**config.mk**
```make
export PLATFORM = sky130hd
export DESIGN_NAME = normalizer_flat
export DESIGN_NICKNAME = d
export VERILOG_FILES = /design/src/rtl/normalizer_if.sv /design/src/rtl/normalizer.sv /design/src/flat_wrapper.sv
export SDC_FILE = /design/constraint.sdc
export NUM_CORES = 1
export LEC_CHECK = 0
export CAP_MARGIN = 20
export CORE_MARGIN = 1.5
export CORE_UTILIZATION = 40
export CTS_CLUSTER_DIAMETER = 50
export DETAILED_ROUTE_END_ITERATION = 8
export HOLD_SLACK_MARGIN = 0.02
export PLACE_DENSITY = 0.75
export SLEW_MARGIN = 20
export SYNTH_ARGS = -nofsm -noshare
export SYNTH_HDL_FRONTEND = slang
export SYNTH_SLANG_ARGS = --single-unit
```
**constraint.sdc**
```tcl
create_clock -name i_clk -period 1.9 [get_ports i_clk]
set_input_delay 0.38 -clock i_clk [delete_from_list [all_inputs] [get_ports i_clk]]
set_output_delay 0.38 -clock i_clk [all_outputs]
set_load 0.005 [all_outputs]
```
**src/rtl/normalizer_if.sv**
```systemverilog
// normalizer_if: handshake and data bundle for the normalizer.
//   i_valid / o_ready              : input word handshake
//   i_data, i_signed               : word to normalize and its mode (1 = two's complement)
//   o_valid / i_ready              : result handshake
//   o_result, o_shift, o_zero      : normalized word, left-shift applied, zero-input flag
// Modports: slave (the normalizer side), master (the producer/consumer side).
`timescale 1ns/1ps
interface normalizer_if #(
    parameter int WIDTH       = 32,
    parameter int SHIFT_WIDTH = 5
);
    logic                   i_valid;
    logic                   o_ready;
    logic [WIDTH-1:0]       i_data;
    logic                   i_signed;
    logic                   o_valid;
    logic                   i_ready;
    logic [WIDTH-1:0]       o_result;
    logic [SHIFT_WIDTH-1:0] o_shift;
    logic                   o_zero;

    modport slave (
        input  i_valid, i_data, i_signed, i_ready,
        output o_ready, o_valid, o_result, o_shift, o_zero
    );

    modport master (
        output i_valid, i_data, i_signed, i_ready,
        input  o_ready, o_valid, o_result, o_shift, o_zero
    );
endinterface

```
**src/rtl/normalizer.sv**
```systemverilog
// normalizer: finds the left shift that normalizes a word (the inverse of the
// barrel shifter) by stepping the word left one bit per cycle.
// Ports:
//   i_clk   : clock, rising edge
//   i_rst_n : asynchronous active-low reset
//   bus     : normalizer_if.slave (i_valid/o_ready in, o_valid/i_ready out,
//             i_data, i_signed, o_result, o_shift, o_zero)
// Optional feature: define NORMALIZER_NIBBLE_SKIP_EN to let the SHIFT state
// jump 4 bits at once when the top nibble is pure fill; results are unchanged,
// only latency shortens.
`timescale 1ns/1ps
module normalizer #(
    parameter int WIDTH       = 32,
    parameter int SHIFT_WIDTH = 5
) (
    input  logic        i_clk,
    input  logic        i_rst_n,
    normalizer_if.slave bus
);

    typedef enum logic [1:0] {
        IDLE  = 2'd0,
        SHIFT = 2'd1,
        DONE  = 2'd2
    } state_t;

    localparam logic [SHIFT_WIDTH-1:0] LAST_COUNT = SHIFT_WIDTH'(WIDTH - 1);
`ifdef NORMALIZER_NIBBLE_SKIP_EN
    localparam logic [SHIFT_WIDTH-1:0] SKIP_LIMIT = SHIFT_WIDTH'(WIDTH - 5);
`endif

    state_t                 state_q, state_d;
    logic [WIDTH-1:0]       word_q, word_d;
    logic [SHIFT_WIDTH-1:0] count_q, count_d;
    logic                   sgn_q, sgn_d;
    logic                   zero_q, zero_d;

    // Unsigned: MSB set. Signed: the two top bits differ (sign bit is the
    // only copy of the sign).
    function automatic logic is_normalized(input logic [WIDTH-1:0] w, input logic sgn);
        if (sgn)
            return w[WIDTH-1] ^ w[WIDTH-2];
        else
            return w[WIDTH-1];
    endfunction

`ifdef NORMALIZER_NIBBLE_SKIP_EN
    // A 4-bit jump is safe only if the single-step path would take at least
    // four more steps: top 4 bits zero (unsigned) or top 5 bits all equal to
    // the sign (signed).
    function automatic logic nibble_skip_ok(input logic [WIDTH-1:0] w, input logic sgn);
        if (sgn)
            return w[WIDTH-1 -: 5] == {5{w[WIDTH-1]}};
        else
            return w[WIDTH-1 -: 4] == 4'b0000;
    endfunction
`endif

    always_ff @(posedge i_clk or negedge i_rst_n) begin
        if (!i_rst_n) begin
            state_q <= IDLE;
            word_q  <= '0;
            count_q <= '0;
            sgn_q   <= 1'b0;
            zero_q  <= 1'b0;
        end else begin
            state_q <= state_d;
            word_q  <= word_d;
            count_q <= count_d;
            sgn_q   <= sgn_d;
            zero_q  <= zero_d;
        end
    end

    always_comb begin
        state_d = state_q;
        word_d  = word_q;
        count_d = count_q;
        sgn_d   = sgn_q;
        zero_d  = zero_q;
        case (state_q)
            IDLE: begin
                // o_ready is 1 throughout IDLE, so i_valid alone completes the handshake.
                if (bus.i_valid) begin
                    state_d = SHIFT;
                    word_d  = bus.i_data;
                    sgn_d   = bus.i_signed;
                    count_d = '0;
                    zero_d  = 1'b0;
                end
            end
            SHIFT: begin
                if (word_q == '0) begin
                    state_d = DONE;
                    zero_d  = 1'b1;
                end else if (is_normalized(word_q, sgn_q) || (count_q == LAST_COUNT)) begin
                    state_d = DONE;
`ifdef NORMALIZER_NIBBLE_SKIP_EN
                end else if (nibble_skip_ok(word_q, sgn_q) && (count_q <= SKIP_LIMIT)) begin
                    word_d  = word_q << 4;
                    count_d = count_q + SHIFT_WIDTH'(4);
`endif
                end else begin
                    word_d  = word_q << 1;
                    count_d = count_q + SHIFT_WIDTH'(1);
                end
            end
            DONE: begin
                // Result registers are untouched here, so outputs hold until taken.
                if (bus.i_ready)
                    state_d = IDLE;
            end
            default: begin
                state_d = IDLE;
            end
        endcase
    end

    assign bus.o_ready  = (state_q == IDLE);
    assign bus.o_valid  = (state_q == DONE);
    assign bus.o_result = word_q;
    assign bus.o_shift  = count_q;
    assign bus.o_zero   = zero_q;

endmodule

```
**src/flat_wrapper.sv**
```systemverilog
// flat-port wrapper written by rule: the top's interface ports become plain ports
module normalizer_flat 
#(
    parameter int WIDTH       = 32,
    parameter int SHIFT_WIDTH = 5
)
  (i_clk, i_rst_n, bus_i_valid, bus_i_data, bus_i_signed, bus_i_ready, bus_o_ready, bus_o_valid, bus_o_result, bus_o_shift, bus_o_zero);
  normalizer_if #(.WIDTH(WIDTH), .SHIFT_WIDTH(SHIFT_WIDTH)) bus_i ();
  input  logic i_clk;
  input  logic i_rst_n;
  input wire logic [$bits(bus_i.i_valid)-1:0] bus_i_valid;
  input wire logic [$bits(bus_i.i_data)-1:0] bus_i_data;
  input wire logic [$bits(bus_i.i_signed)-1:0] bus_i_signed;
  input wire logic [$bits(bus_i.i_ready)-1:0] bus_i_ready;
  output wire logic [$bits(bus_i.o_ready)-1:0] bus_o_ready;
  output wire logic [$bits(bus_i.o_valid)-1:0] bus_o_valid;
  output wire logic [$bits(bus_i.o_result)-1:0] bus_o_result;
  output wire logic [$bits(bus_i.o_shift)-1:0] bus_o_shift;
  output wire logic [$bits(bus_i.o_zero)-1:0] bus_o_zero;
  assign bus_i.i_valid = bus_i_valid;
  assign bus_i.i_data = bus_i_data;
  assign bus_i.i_signed = bus_i_signed;
  assign bus_i.i_ready = bus_i_ready;
  assign bus_o_ready = bus_i.o_ready;
  assign bus_o_valid = bus_i.o_valid;
  assign bus_o_result = bus_i.o_result;
  assign bus_o_shift = bus_i.o_shift;
  assign bus_o_zero = bus_i.o_zero;
  normalizer #(.WIDTH(WIDTH), .SHIFT_WIDTH(SHIFT_WIDTH)) u_core (.i_clk(i_clk), .i_rst_n(i_rst_n), .bus(bus_i));
endmodule
```
==> key figures, run 1 <==
Status
  • Status: complete, no violations

Synthesis
  • Top_reg_cell synth: dfrtp_1
  • Netlist cell types: 30
  • Share of the synthesized area in the top cell type: 42.1%
  • Mean post-synth cell area: 10.2 µm²
  • Post-Syn Instances: 240
  • Register area share after synthesis: 42.1%
  • Yosys reg bits: 41
  • Cell area after synthesis: 0.00244 mm²
  • Cell type with the largest total area after synthesis: dfrtp_1
  • Async SR Flop Fraction: 100%
  • Syn nets: 280
  • Ranking of synthesized cells by area: dfrtp_1 42%, a22oi_2 15%, a211oi_1 9.5%
  • Post-synth EDFFs: 0
  • Warnings, synthesis: 0

STA
  • Endpoints failing hold: 0
  • Slew HR: 64.2%
  • Final period utilization: 99.8%
  • Maximum clock rate: 528 MHz
  • Setup Skew: 0.00981 ns
  • Tmin final: 1.90 ns
  • Max Slew Vio Count: 0
  • Worst Tran Pin Value: 0.538 ns
  • Setup violations, final: 0
  • RSZ-0062 raised after global routing: true
  • Final WS setup: 0.00428 ns

Job
  • Max-cap violations: 0

CTS
  • TritonCTS Buffers: 5
  • Clock Tree Buf Depth: 2
  • Root Buffer: clkbuf_8
  • CTS clk-pin slew, worst paths: 0.08 ns
  • H-tree depth: 2
  • Cts hold-fix bufs: 0
  • CTS sink count: 41
  • Worst skew pair latency: 0.30 ns
  • CTS tree: yes

Cells and area
  • Area grow syn2layout: 57.8%
  • Fin nets: 395
  • Layout cells sized above 1: 30.9%
  • Antenna diodes: 0
  • Finished Layout Cells: 431

Power
  • Power Density: 1560 mW/mm²
  • Worst vdd ir: 0.000622 V
  • Leakage: 1.55 nW

GRT
  • Vias in the first global route: 2192
  • Gr usage total: 20.8%
  • GR Overflow Total: 0
  • First-pass GRT wire length: 10.5 mm
  • Initial antenna violation count: 0
  • Largest net degree at the start of global routing: 42

Routing
  • Router iterations before antenna repair: 6
  • Antenna-violating nets left: 0
  • Routed wire per std cell: 15.6 µm
  • Final WL: 6.72 mm
  • Via Count: 2301
  • Drc violations: 0
  • 1st-iter DRT viols: 108
  • Vias/cell: 5.34

Floorplanning
  • Ports: 77
  • Overall die width: 81.1 µm
  • Die Ht: 81.1 µm
  • Core Area: 0.00592 mm²
  • # rows: 28
  • Die area: 0.00658 mm²
  • Initial Util: 41.2%

Setup path
  • CP Capture Type: flop
  • Worst Path Required: 2.07 ns
  • Setup CP Type: flop to flop
  • Critical path startpoint category: flop
  • Arrival time worst endpoint: 2.06 ns
  • Crit Path Max Fanout: 8

Place
  • Placed Cells: 420
  • Post-Place Worst Slack: -0.131 ns
  • HPWL Detailed: 4.56 mm
  • IO Port Bufs: 76
  • Routability Congestion: 0.802

Hold path
  • Hold Crit Class: input port to async pin
[area by class of cell]
class | count | area [µm²]
clock buffer | 7 | 96.3
clock inverter | 1 | 5.00
fill | 474 | 2070
inverter | 4 | 15.0
multi-input combinational | 173 | 1350
sequential | 41 | 1030
tap | 75 | 93.8
timing repair buffer | 130 | 1260
[worst max-delay path, stage by stage, from the launching register on]
cell and delay (ns):
dfrtp_1 0.39, nor4_2 0.30, buf_4 0.16, nand4_1 0.12, buf_4 0.18, o2111ai_4 0.23
buf_12 0.17, clkbuf_16 0.15, a22oi_2 0.07
[registers in the layout, summed over array words and instances (netlist names)]
signal and flops:
u_core.bus.o_result 32, u_core.bus.o_shift 5, u_core.bus.o_zero 1, u_core.sgn_q 1
u_core.state_q 2
[worst paths after layout]
kind | slack [ns] | endpoint | from | cells past startpoint
setup / recovery | 0.004 | u_core.bus.o_result[23] | u_core.bus.o_result[27] | 8
hold / removal | 0.14 | u_core.bus.o_result[4] | i_rst_n | 2
setup reg to reg | 0.004 | u_core.bus.o_result[23] | u_core.bus.o_result[27] | 8
hold reg to reg | 0.52 | u_core.bus.o_zero | u_core.bus.o_zero | 1
max in group asynchronous | 1.35 | u_core.state_q[1] | i_rst_n | 2
min in group i_clk | 0.52 | u_core.bus.o_zero | u_core.bus.o_zero | 1
[cell families after synthesis]
family	Yosys count	synth area share (%)
AO/OA/AOI/OAI	67	26.9
XOR/XNOR	2	0.718
adder cells (fa/ha/maj)	3	1.54
buffers and inverters	26	5.95
flip-flops	41	42.1
multiplexers	6	2.46
AND/OR/NAND/NOR	95	20.4
[power by group]
part / switching (W) / leakage, nW / internal [W]
Clock: 0.000303 / 0.0542 / 0.000328
Sequential: 0.000325 / 0.473 / 0.00127
Combinational: 0.00163 / 1.02 / 0.00217
Total: 0.00226 / 1.55 / 0.00377
[synthesized netlist by cell type (all sizes together) (2+ instances only)]
cell type  number
a211oi         31
a22oi          31
dfrtp          41
nand2          14
nand4           2
a22o            2
clkbuf         11
nor2b          33
nor2           33
nor4            7
buf            11
ha              3
mux2i           6
nor3b           3
inv             4
[cell usage in the layout, fill, tap and decap left out, drive strengths merged]
cell           count
nand4              2
a31oi              1
clkbuf             9
xnor2              1
nand3              1
or3                1
mux2i              6
a22oi             31
nor3b              3
nor2              33
ha                 3
nand2             14
nor2b             33
a31o               1
a211oi            31
buf               53
inv                4
nor4               7
dfrtp             41
o2111ai            1
and3               1
xor2               1
a22o               2
clkdlybuf4s50     75
clkinv             1
[per-layer routing]
metal | global-route usage [%] | routed length (µm)
met3 | 3.37 | 380
met1 | 28.6 | 3070
met4 | 5.69 | 80
met2 | 33.8 | 3180
met5 | 0 | 0
[metrics by stage]
| step | hold slack, ns | setup TNS, ns | instance area, µm² | power (W) | util, % |
|---|---|---|---|---|---|
| after floorplan | 0.0844 | 0 | 2440 | 0.00335 | - |
| after global placement | 0.484 | -1.83 | 3630 | 0.00513 | 61.3 |
| after detailed placement | 0.481 | -4.15 | 3630 | 0.00520 | 61.3 |
| after CTS | 0.161 | 0 | 3770 | 0.00590 | 63.7 |
| after global routing | 0.178 | -2.61 | 3850 | 0.00643 | 65.0 |
| final | 0.139 | 0 | 3850 | 0.00602 | 65.0 |
[what timing repair did]
item | 4_1_cts | 5_1_grt
pin swaps | 0 | 1
setup endpoints to repair | 40 | 40
gates cloned | 0 | 2
resized for setup | 7 | 5
setup buffers | 0 | 1
Power figures use the tool's default switching activity.
==> run 2: changes to the inputs <==
--- a/config.mk
+++ b/config.mk
@@ -7,11 +7,11 @@
 export LEC_CHECK = 0
 export CAP_MARGIN = 20
 export CORE_MARGIN = 1.5
-export CORE_UTILIZATION = 40
+export CORE_UTILIZATION = 42
 export CTS_CLUSTER_DIAMETER = 50
 export DETAILED_ROUTE_END_ITERATION = 8
 export HOLD_SLACK_MARGIN = 0.02
-export PLACE_DENSITY = 0.75
+export PLACE_DENSITY = 0.78
 export SLEW_MARGIN = 20
 export SYNTH_ARGS = -nofsm -noshare
 export SYNTH_HDL_FRONTEND = slang
==> run 2 against run 1 <==
Wire length up 1.2%. Maximum frequency up 2.1%. Die area down 4.6%. Sequential share of layout area down 0.38 points. Global-route usage up 1.2 points. Utilization up 5.5 points. Cell count down 1.2%. Critical path type unchanged. Highest routed layer unchanged.
==> key figures, run 2 (synthesis gave the netlist of run 1 again) <==
Status
  • Status: complete, no violations (unchanged)

GRT
  • Vias in the first global route: 2227 (was 2192)
  • GR Overflow Total: 0 (unchanged)
  • Initial antenna violation count: 0 (unchanged)
  • First-pass GRT wire length: 10.8 mm (was 10.5 mm)
  • Largest net degree at the start of global routing: 33 (was 42)
  • Gr usage total: 22.0% (was 20.8%)

Place
  • HPWL Detailed: 4.79 mm (was 4.56 mm)
  • Routability Congestion: 0.790 (was 0.802)
  • Placed Area: 0.00366 mm² (was 0.00363 mm²)
  • Post-Place Worst Slack: -0.0938 ns (was -0.131 ns)
  • IO Port Bufs: 76 (unchanged)

CTS
  • TritonCTS Buffers: 5 (unchanged)
  • CTS sink count: 41 (unchanged)
  • CTS tree: yes (unchanged)
  • Root Buffer: clkbuf_8 (unchanged)
  • Clock Tree Buf Depth: 2 (unchanged)
  • Worst skew pair latency: 0.29 ns (was 0.30 ns)
  • H-tree depth: 2 (unchanged)
  • CTS clk-pin slew, worst paths: 0.08 ns (about the same)

Power
  • Design Power: 0.00618 W (was 0.00602 W)
  • Power Density: 1580 mW/mm² (was 1560 mW/mm²)
  • Worst vdd ir: 0.000722 V (was 0.000622 V)
  • Leakage: 1.55 nW (about the same)

Routing
  • 1st-iter DRT viols: 152 (was 108)
  • Drc violations: 0 (unchanged)
  • Via Count: 2326 (was 2301)
  • Final WL: 6.80 mm (was 6.72 mm)
  • Antenna-violating nets left: 0 (unchanged)
  • Vias/cell: 5.46 (was 5.34)
  • Routed wire per std cell: 16.0 µm (was 15.6 µm)
  • Router iterations before antenna repair: 4 (was 6)

STA
  • Setup violations, final: 0 (unchanged)
  • Final period utilization: 97.7% (was 99.8%)
  • Slew HR: 60.7% (was 64.2%)
  • Max Slew Vio Count: 0 (unchanged)
  • Maximum clock rate: 538 MHz (was 528 MHz)
  • Endpoints failing hold: 0 (unchanged)
  • Worst Tran Pin Value: 0.590 ns (was 0.538 ns)
  • Tmin final: 1.86 ns (was 1.90 ns)
  • Sum Neg Setup Slack: 0 ns (unchanged)
  • Setup Skew: 0.00530 ns (was 0.00981 ns)
  • Final WS setup: 0.0429 ns (was 0.00428 ns)
  • RSZ-0062 raised after global routing: true (unchanged)

Floorplanning
  • Die area: 0.00628 mm² (was 0.00658 mm²)
  • Overall die width: 79.2 µm (was 81.1 µm)
  • Initial Util: 44.0% (was 41.2%)
  • # rows: 27 (was 28)
  • Die Ht: 79.2 µm (was 81.1 µm)
  • Ports: 77 (unchanged)
  • Core Area: 0.00554 mm² (was 0.00592 mm²)

Cells and area
  • Most frequent cells in the layout: 75 x clkdlybuf4s50_1, 46 x buf_4, 40 x dfrtp_1, 33 x nor2_1, 32 x nor2b_1 (was 75 x clkdlybuf4s50_1, 46 x buf_4, 40 x dfrtp_1, 33 x nor2_1)
  • Max FFs per register: 32 (unchanged)
  • Final Util: 70.5% (was 65.0%)
  • Fin nets: 394 (was 395)
  • Commonest non-fill, non-tap cell in the layout: clkdlybuf4s50_1 (unchanged)
  • Final non-filler cell area: 0.00391 mm² (was 0.00385 mm²)
  • Area grow syn2layout: 60.2% (was 57.8%)
  • Antenna diodes: 0 (unchanged)
  • Layout cells sized above 1: 35.9% (was 30.9%)

Setup path
  • Setup CP Type: flop to flop (unchanged)
  • Arrival time worst endpoint: 2.03 ns (was 2.06 ns)
  • Crit Path Max Fanout: 17 (was 8)
  • Flop-to-flop setup slack: 0.04 ns (was 0.004 ns)
  • Critical path startpoint category: flop (unchanged)
  • Worst Path Required: 2.07 ns (about the same)
  • CP Capture Type: flop (unchanged)

Job
  • Max-cap violations: 0 (unchanged)

Hold path
  • Hold Crit Class: input port to async pin (unchanged)
[run 2: cell count changes in the layout (fill, tap and decap cells not counted)]
cell       delta
a211oi_1     -22
a211oi_2     +22
clkbuf_16     -2
buf_12        +1
clkbuf_1      +1
clkbuf_8      -1
clkinv_2      -1
ha_1          +1
ha_2          -1
nor2b_1       +1
nor2b_2       -1
[run 2: critical path, stage by stage, from the launching register on]
cell	delay, ns
dfrtp_1	0.39
nor4_2	0.37
nand4_1	0.17
buf_4	0.18
o2111ai_4	0.31
buf_12	0.22
a22oi_1	0.10
[run 2: per-layer routing]
layer	up-vias	GRT usage [%]	wire [µm]
met4	0	6.14	50
met2	80	35.2	3410
li1	1098	-	-
met5	-	0	0
met3	5	3.79	404
met1	1143	30.6	2940
[run 2: power by group]
group / leakage (nW) / internal (W) / switching [W]
Sequential: 0.473 / 0.00127 / 0.000327
Combinational: 1.03 / 0.00222 / 0.00180
Clock: 0.0443 / 0.000288 / 0.000285
[run 2: final timing paths]
kind,startpoint,end,depth (start not counted)
min in group i_clk,u_core.sgn_q,u_core.sgn_q,2
worst min register to register,u_core.sgn_q,u_core.sgn_q,2
worst max register to register,u_core.bus.o_result[27],u_core.bus.o_result[20],6
max in group asynchronous,i_rst_n,u_core.state_q[1],2
worst max-delay path,u_core.bus.o_result[27],u_core.bus.o_result[20],6
worst min-delay path,i_rst_n,u_core.bus.o_result[31],1
[run 2: what timing repair did]
| item | CTS | global route |
|---|---|---|
| pin swaps | 0 | 0 |
| gates resized for setup | 6 | 26 |
| setup endpoints to repair | 32 | 39 |
| hold buffers | 0 | 0 |
| setup buffers | 0 | 1 |
[run 2: final cells by class]
class                           instances  area (µm²)
Timing Repair Buffer                  129        1230
Tap cell                               72        90.1
Inverter                                4        15.0
Fill cell                             406        1630
Multi-Input combinational cell        173        1460
Clock buffer                            7        86.3
Sequential cell                        41        1030
[run 2: stage by stage]
step / hold slack (ns) / instances
finish: 0.0891 / 426
global route: 0.127 / 426
CTS: 0.101 / 425
detailed placement: 0.419 / 418
global placement: 0.417 / 418
floorplan: 0.0844 / 240
==> RTL edit, RTL diff (flow settings as in run 2) <==
Re-encode `state_t` (3 states) as one-hot, 3 bits wide.
--- a/src/rtl/normalizer.sv
+++ b/src/rtl/normalizer.sv
@@ -19,8 +19,8 @@
 );
 
-    typedef enum logic [1:0] {
-        IDLE  = 2'd0,
-        SHIFT = 2'd1,
-        DONE  = 2'd2
+    typedef enum logic [2:0] {
+        IDLE  = 3'b001,
+        SHIFT = 3'b010,
+        DONE  = 3'b100
     } state_t;
 
Check against the original RTL: same outputs for any inputs over 10 cycles, from zero or initial values and one cycle with i_rst_n low; not proved beyond that.
==> RTL edit against run 2 <==
  * The run now ends with negative setup slack left
  * Wire length decreased by 3.0%
  * Non-clock buffer count is 16 lower
  * Clock skew fell by 2.8 ps
  * Design area decreased by 12%
  * Power decreased by 11%
  * Synthesized cell count is 15% lower
  * Setup slack worse by 57 ps
  * Sequential cell count is 1 higher
  * Area after synthesis fell by 13%
  * Critical endpoint is now u_core.bus.o_shift[3]
  * Largest cell class unchanged
==> RTL edit: results (changes against run 2) <==
Timing
  • Clock skew: 2.545 ps (-2.759 ps)
  • Setup TNS Final: -13.97 ps (-13.97 ps)
  • Hold slack final: 89.98 ps (+0.8972 ps)
  • Relative slew slack: 60.25% (-0.42 points)
  • Number of setup violations in the final report: 1 (+1)
  • Setup ws final: -13.97 ps (-56.86 ps)

Logic synthesis
  • Sequential-to-total area share from yosys stat: 49.73% (+7.7 points)
  • Cell variety after synth: 32 (+6.7%)
  • Mux cell area share after synthesis: 16.20% (+14 points)
  • Post-synth top cells: dfrtp_1, nand3_1, mux2i_1, o21ai_1, o21ai_0
  • Adder-cell share of the synthesized area: 1.774% (+0.24 points)
  • XOR/XNOR Fraction of Synth Area: 0% (-0.72 points)
  • Synth area leaders: dfrtp_1, mux2i_1, nand3_1, o21ai_1, ha_1
  • Syn Nets: 243 (-13%)

Power and ir drop
  • Leakage power: 1.435 nW (-7.3%)

Route
  • M1 wire length: 2670 µm (-9.1%)
  • WL met2: 3469 µm (+1.8%)
  • Starting DRT DRC Count: 142 (-6.6%)
  • Routed wl met3: 383 µm (-5.2%)
  • WL/cell: 17.40 µm (+9.0%)
  • Vias: 2085 (-10%)

Global routing
  • Met1 Use GR: 32.29% (+1.7 points)
  • First-pass GRT wire length: 9798 µm (-9.5%)
  • Vias in the first global route: 1969 (-12%)
  • Largest net degree at the start of global routing: 38 (+15%)
  • Gr usage total: 23.45% (+1.5 points)
  • Met2 usage: 37.40% (+2.2 points)

Placed design
  • Dpl cells: 365 (-13%)
  • Post-DP Area: 3138 µm² (-14%)
  • Placement Setup Slack: -93.00 ps (+0.8295 ps)
  • Final HPWL DP: 4231 µm (-12%)
  • Routability cong.: 0.8074 (+2.2%)

Final layout
  • Non-Filler Instances: 379 (-11%)
  • Share of cells above drive strength 1: 25.00% (-11 points)

Setup path
  • R2R cell count: 7 (+1)
  • Reg2reg start: u_core.state_q[0]
  • Worst path max stage delay: 440 ps (+50 ps)
  • Worst setup path endpoint: u_core.bus.o_shift[3]

Outcome
  • Run status: finished, violations left
  • Failing checks: negative setup slack
RTL edit: repair_timing:
item | 4_1_cts | 5_1_grt
hold buffers | 0 | 0
setup buffers | 0 | 3
resized for setup | 12 | 25
gates cloned | 2 | 1
setup endpoints to repair | 37 | 37
pin swaps | 3 | 22
RTL edit: power by group:
| part | leakage [nW] | switching (W) | internal [W] |
|---|---|---|---|
| clock network | 0.0524 | 0.000297 | 0.000393 |
| registers | 0.525 | 0.000344 | 0.00130 |
| logic | 0.858 | 0.00141 | 0.00174 |
| total | 1.44 | 0.00205 | 0.00343 |
RTL edit: area by class of cell:
type | instances | area, µm² | share of cell area (%)
Timing Repair Buffer | 113 | 1056 | 30.83
Tap cell | 67 | 83.83 | 2.447
Sequential cell | 42 | 1055 | 30.79
Multi-Input combinational cell | 143 | 1102 | 32.18
Clock buffer | 7 | 76.32 | 2.228
Clock inverter | 1 | 30.03 | 0.8766
Inverter | 6 | 22.52 | 0.6574
